--- src/rtl/mem_port_arbiter.sv ---
// Arbitrates one single-ported word memory between the fetch port and the data port.
// Each access runs IDLE -> ISSUE -> WAIT -> ACK; out-of-range addresses go straight to ACK.
module mem_port_arbiter #(
  parameter int unsigned DW              = 32,
  parameter int unsigned AW              = 10,
  parameter int unsigned MEM_DEPTH       = 1024,
  parameter int unsigned MEM_LAT         = 1,
  parameter int unsigned MAX_DATA_STREAK = 4
) (
  input  logic          clk1,
  input  logic          reset_n,
  input  logic          if_req,
  input  logic [AW-1:0] if_addr,
  input  logic          if_flush,
  output logic          if_ack,
  output logic [DW-1:0] if_rdata,
  output logic          if_err,
  input  logic          d_req,
  input  logic          d_we,
  input  logic [AW-1:0] d_addr,
  input  logic [DW-1:0] d_wdata,
  output logic          d_ack,
  output logic [DW-1:0] d_rdata,
  output logic          d_err,
  output logic          mem_en,
  output logic          mem_we,
  output logic [AW-1:0] mem_addr,
  output logic [DW-1:0] mem_wdata,
  input  logic [DW-1:0] mem_rdata,
  output logic          busy
);

  localparam int unsigned CW = (MEM_LAT > 1) ? $clog2(MEM_LAT) : 1;
  localparam int unsigned SW = $clog2(MAX_DATA_STREAK + 1);
  localparam logic [CW-1:0] LastWait  = CW'(MEM_LAT - 1);
  localparam logic [SW-1:0] StreakMax = SW'(MAX_DATA_STREAK);

  typedef enum logic [1:0] {StIdle, StIssue, StWait, StAck} state_e;

  state_e        state_q, state_d;
  logic          owner_q, owner_d;  // 1 = fetch port owns the access, 0 = data port
  logic [SW-1:0] streak_q, streak_d;
  logic          drop_q, drop_d;
  logic          we_q, we_d;
  logic [AW-1:0] addr_q, addr_d;
  logic [DW-1:0] wdata_q, wdata_d;
  logic [CW-1:0] cnt_q, cnt_d;
  logic [DW-1:0] if_rdata_q, if_rdata_d;
  logic          if_err_q, if_err_d;
  logic [DW-1:0] d_rdata_q, d_rdata_d;
  logic          d_err_q, d_err_d;
  logic          grant_if;
  logic [AW-1:0] sel_addr;
  logic          sel_err;

  always_comb begin
    state_d    = state_q;
    owner_d    = owner_q;
    streak_d   = streak_q;
    drop_d     = drop_q;
    we_d       = we_q;
    addr_d     = addr_q;
    wdata_d    = wdata_q;
    cnt_d      = cnt_q;
    if_rdata_d = if_rdata_q;
    if_err_d   = if_err_q;
    d_rdata_d  = d_rdata_q;
    d_err_d    = d_err_q;
    grant_if   = 1'b0;
    sel_addr   = '0;
    sel_err    = 1'b0;
    unique case (state_q)
      StIdle: begin
        if (if_req || d_req) begin
          // Data wins unless the fetch port has already waited out a full streak.
          grant_if = if_req && (!d_req || streak_q == StreakMax);
          sel_addr = grant_if ? if_addr : d_addr;
          sel_err  = 32'(sel_addr) >= MEM_DEPTH;
          owner_d  = grant_if;
          streak_d = (!grant_if && if_req) ? streak_q + 1'b1 : '0;
          addr_d   = sel_addr;
          we_d     = !grant_if && d_we;
          wdata_d  = (!grant_if && d_we) ? d_wdata : '0;
          if (sel_err) begin
            state_d = StAck;
            if (grant_if) begin
              if_rdata_d = '0;
              if_err_d   = 1'b1;
            end else begin
              d_rdata_d = '0;
              d_err_d   = 1'b1;
            end
          end else begin
            state_d = StIssue;
          end
        end
      end
      StIssue: begin
        state_d = StWait;
        cnt_d   = '0;
        if (owner_q && if_flush) drop_d = 1'b1;
      end
      StWait: begin
        if (owner_q && if_flush) drop_d = 1'b1;
        if (cnt_q == LastWait) begin
          state_d = StAck;
          if (!owner_q) begin
            d_rdata_d = we_q ? '0 : mem_rdata;
            d_err_d   = 1'b0;
          end else if (!drop_d) begin
            if_rdata_d = mem_rdata;
            if_err_d   = 1'b0;
          end
        end else begin
          cnt_d = cnt_q + 1'b1;
        end
      end
      StAck: begin
        state_d = StIdle;
        drop_d  = 1'b0;
      end
      default: state_d = StIdle;
    endcase
  end

  always_ff @(posedge clk1 or negedge reset_n) begin
    if (!reset_n) begin
      state_q    <= StIdle;
      owner_q    <= 1'b0;
      streak_q   <= '0;
      drop_q     <= 1'b0;
      we_q       <= 1'b0;
      addr_q     <= '0;
      wdata_q    <= '0;
      cnt_q      <= '0;
      if_rdata_q <= '0;
      if_err_q   <= 1'b0;
      d_rdata_q  <= '0;
      d_err_q    <= 1'b0;
    end else begin
      state_q    <= state_d;
      owner_q    <= owner_d;
      streak_q   <= streak_d;
      drop_q     <= drop_d;
      we_q       <= we_d;
      addr_q     <= addr_d;
      wdata_q    <= wdata_d;
      cnt_q      <= cnt_d;
      if_rdata_q <= if_rdata_d;
      if_err_q   <= if_err_d;
      d_rdata_q  <= d_rdata_d;
      d_err_q    <= d_err_d;
    end
  end

  assign busy      = state_q != StIdle;
  assign mem_en    = state_q == StIssue;
  assign mem_we    = mem_en && we_q;
  assign mem_addr  = mem_en ? addr_q : '0;
  assign mem_wdata = mem_en ? wdata_q : '0;
  assign if_ack    = (state_q == StAck) && owner_q && !drop_q;
  assign d_ack     = (state_q == StAck) && !owner_q;
  assign if_rdata  = if_rdata_q;
  assign if_err    = if_err_q;
  assign d_rdata   = d_rdata_q;
  assign d_err     = d_err_q;

endmodule

--- config.mk ---
export PLATFORM = sky130hd
export DESIGN_NAME = mem_port_arbiter
export DESIGN_NICKNAME = d
export VERILOG_FILES = /design/src/rtl/mem_port_arbiter.sv
export SDC_FILE = /design/constraint.sdc
export NUM_CORES = 1
export LEC_CHECK = 0
export CAP_MARGIN = 20
export CELL_PAD_IN_SITES_DETAIL_PLACEMENT = 0
export CELL_PAD_IN_SITES_GLOBAL_PLACEMENT = 2
export CORE_MARGIN = 2
export CORE_UTILIZATION = 29
export CTS_CLUSTER_SIZE = 24
export DETAILED_ROUTE_END_ITERATION = 8
export MAX_ROUTING_LAYER = met4
export PLACE_DENSITY_LB_ADDON = 0.1
export SYNTH_ARGS = -nofsm -noshare
export SYNTH_HDL_FRONTEND = slang
export SYNTH_SLANG_ARGS = --single-unit
--- constraint.sdc ---
create_clock -name clk1 -period 3.74 [get_ports clk1]
set_input_delay 0.748 -clock clk1 [delete_from_list [all_inputs] [get_ports clk1]]
set_output_delay 0.748 -clock clk1 [all_outputs]
set_load 0.1 [all_outputs]
==> results.toml <==
[logic_synthesis]
synth-edff-count = 0
async_flop_share_pct = 100
ys_types = 38
ys_seq_elements = 114
syn_avg_cell_area_um2 = 12.1
syn-cell-area_um2 = 5240
synth_warnings = 0
synthFlopType = "dfrtp_1"
synthCells = 433
yosysSeqAreaShare_pct = 54.5

[cells_and_area]
drive_above_1_share_pct = 21.7
antenna_cells = 0
mostFrequentLayoutCells = "clkdlybuf4s50_1, dfrtp_1, buf_4"
nNetsFinal = 727
fillers = 1667
multi_input_area_um2 = 2080
area_growth_pct = 48.7
fin_util_pct = 43.6
regArea_um2 = 2850
final_common_cell = "clkdlybuf4s50_1"
final_area_um2 = 7790

[timing]
post-route-period-util_pct = 72.7
drv_slew = 0
rsz0062_at_grt = "no"
setup_viol = 0
fmax_mhz = 368
skew_ns = 0.00743
worst_slew_pin_slew_ns = 1.01
finalSetupTns_ns = 0
final.setup.worst_slack_ns = 1.02
finalHoldViolations = 0
fin_crit_ns = 2.72
slew_headroom_pct = 32.2

[place]
io_buffers = 200
placed_area_um2 = 7210
place_ws_ns = 1.13
routabilityCongestion = 0.733
dp_hpwl_um = 9590

[run_status]
status = "completed"

[die]
fp.dieW_um = 138
die_h_um = 138
io_pins = 203
start_util_pct = 29.4
die_area_um2 = 19200
core-area_um2 = 17800
core.rowCount = 49

[setup_path]
end_kind = "output port"
critPathMaxStageDelay_ns = 0.41
crit_type = "flip-flop to output port"
cp_cell_sequence = "inv_1 > ha_1 > buf_4 > and2_1 > buf_4"
crit_path_start_kind = "flip-flop"
cp.arrival_ns = 1.97
crit_required_ns = 2.99
critPathSlowestCell = "dfrtp_1"
cp_max_fo = 44
cp_common_cell = "buf_4"
rr_worst_depth = 5

[clock_network]
clk_pin_slew_ns = 0.06
hold_buffers = 0
cts_tree = "done"
h-tree-depth = 4
cts.sink_count = 114
clk_latency_ns = 0.41
numCtsBuffers = 17
post_cts_buffers = 0
cts-root-buf = "clkbuf_16"
max-clock-path-buffers = 2
cts_resized = 0

[route]
met1_length_um = 6770
top_layer = "met4"
via_count = 3894
drtIter0Drc = 150
drtAntennaViolNets = 0
vias_per_cell = 4.47
dr_wl_met3_um = 788
first_pass_iters = 4
wl_um = 14100
drc = 0
route.met2.wl_um = 6390
wl_per_cell_um = 16.2

[global_route]
grt_overflow = 0
antenna_found_initial = 0
grt_pass1_wl_um = 22200
grt_max_degree = 68
grt_usage_pct = 15.2
grt_pass1_vias = 4081

[run]
cap_violations = 0

[min_path]
hp-class = "input pin to async pin"
synthesized netlist by cell type, types with 3 or more instances:
cell type	number	area share [%]
a21oi_1	4	0.38
a22o_1	32	5.3
and2_1	43	5.1
buf_2	5	0.48
buf_6	11	2.4
buf_8	3	0.86
clkbuf_1	9	0.64
clkbuf_8	3	0.79
dfrtp_1	114	54
ha_1	7	1.7
inv_1	6	0.43
mux2_2	3	0.64
mux2_4	30	8.6
nand2_1	54	3.9
nand2b_1	33	3.9
nand4_1	10	1.2
o211ai_2	10	2.4
o21ai_0	33	3.2
routing by layer:
| metal | track usage (%) | up-vias |
|---|---|---|
| met3 | 4.19 | 11 |
| met2 | 22.5 | 139 |
| met5 | - | - |
| li1 | - | 1874 |
| met4 | 4.67 | 0 |
| met1 | 20.3 | 1870 |
final timing paths:
check	slack, ns	startpoint	to
worst max-delay path	1.02	state_q[1]$_DFFE_PN0P_	mem_wdata[21]
worst min-delay path	0.43	reset_n	d_rdata[19]$_DFFE_PN0P_
worst max register to register	1.60	state_q[0]$_DFFE_PN0P_	if_rdata[14]$_DFFE_PN0P_
worst min register to register	0.48	addr_q[5]$_DFFE_PN0P_	addr_q[5]$_DFFE_PN0P_
max in group asynchronous	2.36	reset_n	drop_q$_DFFE_PN0P_
min in group clk1	0.48	addr_q[5]$_DFFE_PN0P_	addr_q[5]$_DFFE_PN0P_
sequential cells by signal (all words and copies together), names as in the netlist:
register	cells
wdata_q	32
we_q	1
state_q	2
owner_q	1
drop_q	1
d_rdata	32
addr_q	10
if_rdata	32
streak_q	3
through the flow:
stage | hold slack [ns] | instances
final | 0.431 | 871
after floorplan | 0.448 | 434
after CTS | 0.479 | 870
after global routing | 0.494 | 871
after global placement | 0.462 | 839
after detailed placement | 0.463 | 839
layout make-up:
type                       count  share of cell area (%)
tap                          229                    3.68
timing repair buffer         211                    25.5
inverter                       6                   0.289
clock inverter                10                    1.09
sequential                   114                    36.6
multi-input combinational    280                    26.7
clock buffer                  21                    6.04
critical path: cells and delay by family (launching register included):
family        cells  cell delay [ns]
buf+inv           3             0.75
flops             1             0.41
fa+ha+maj         1             0.17
simple gates      1             0.21
cells by family after synthesis:
family | share of synthesized area [%]
DFF | 54.5
and+or+nand+nor | 15.5
adders and majority gates | 1.67
muxes | 9.24
buffers and inverters | 6.09
AOI/OAI and AO/OA | 13.0
other | 0.0716
Power is not shown: default switching activity piles up to over one toggle a cycle in this logic, so the estimate is an artifact.
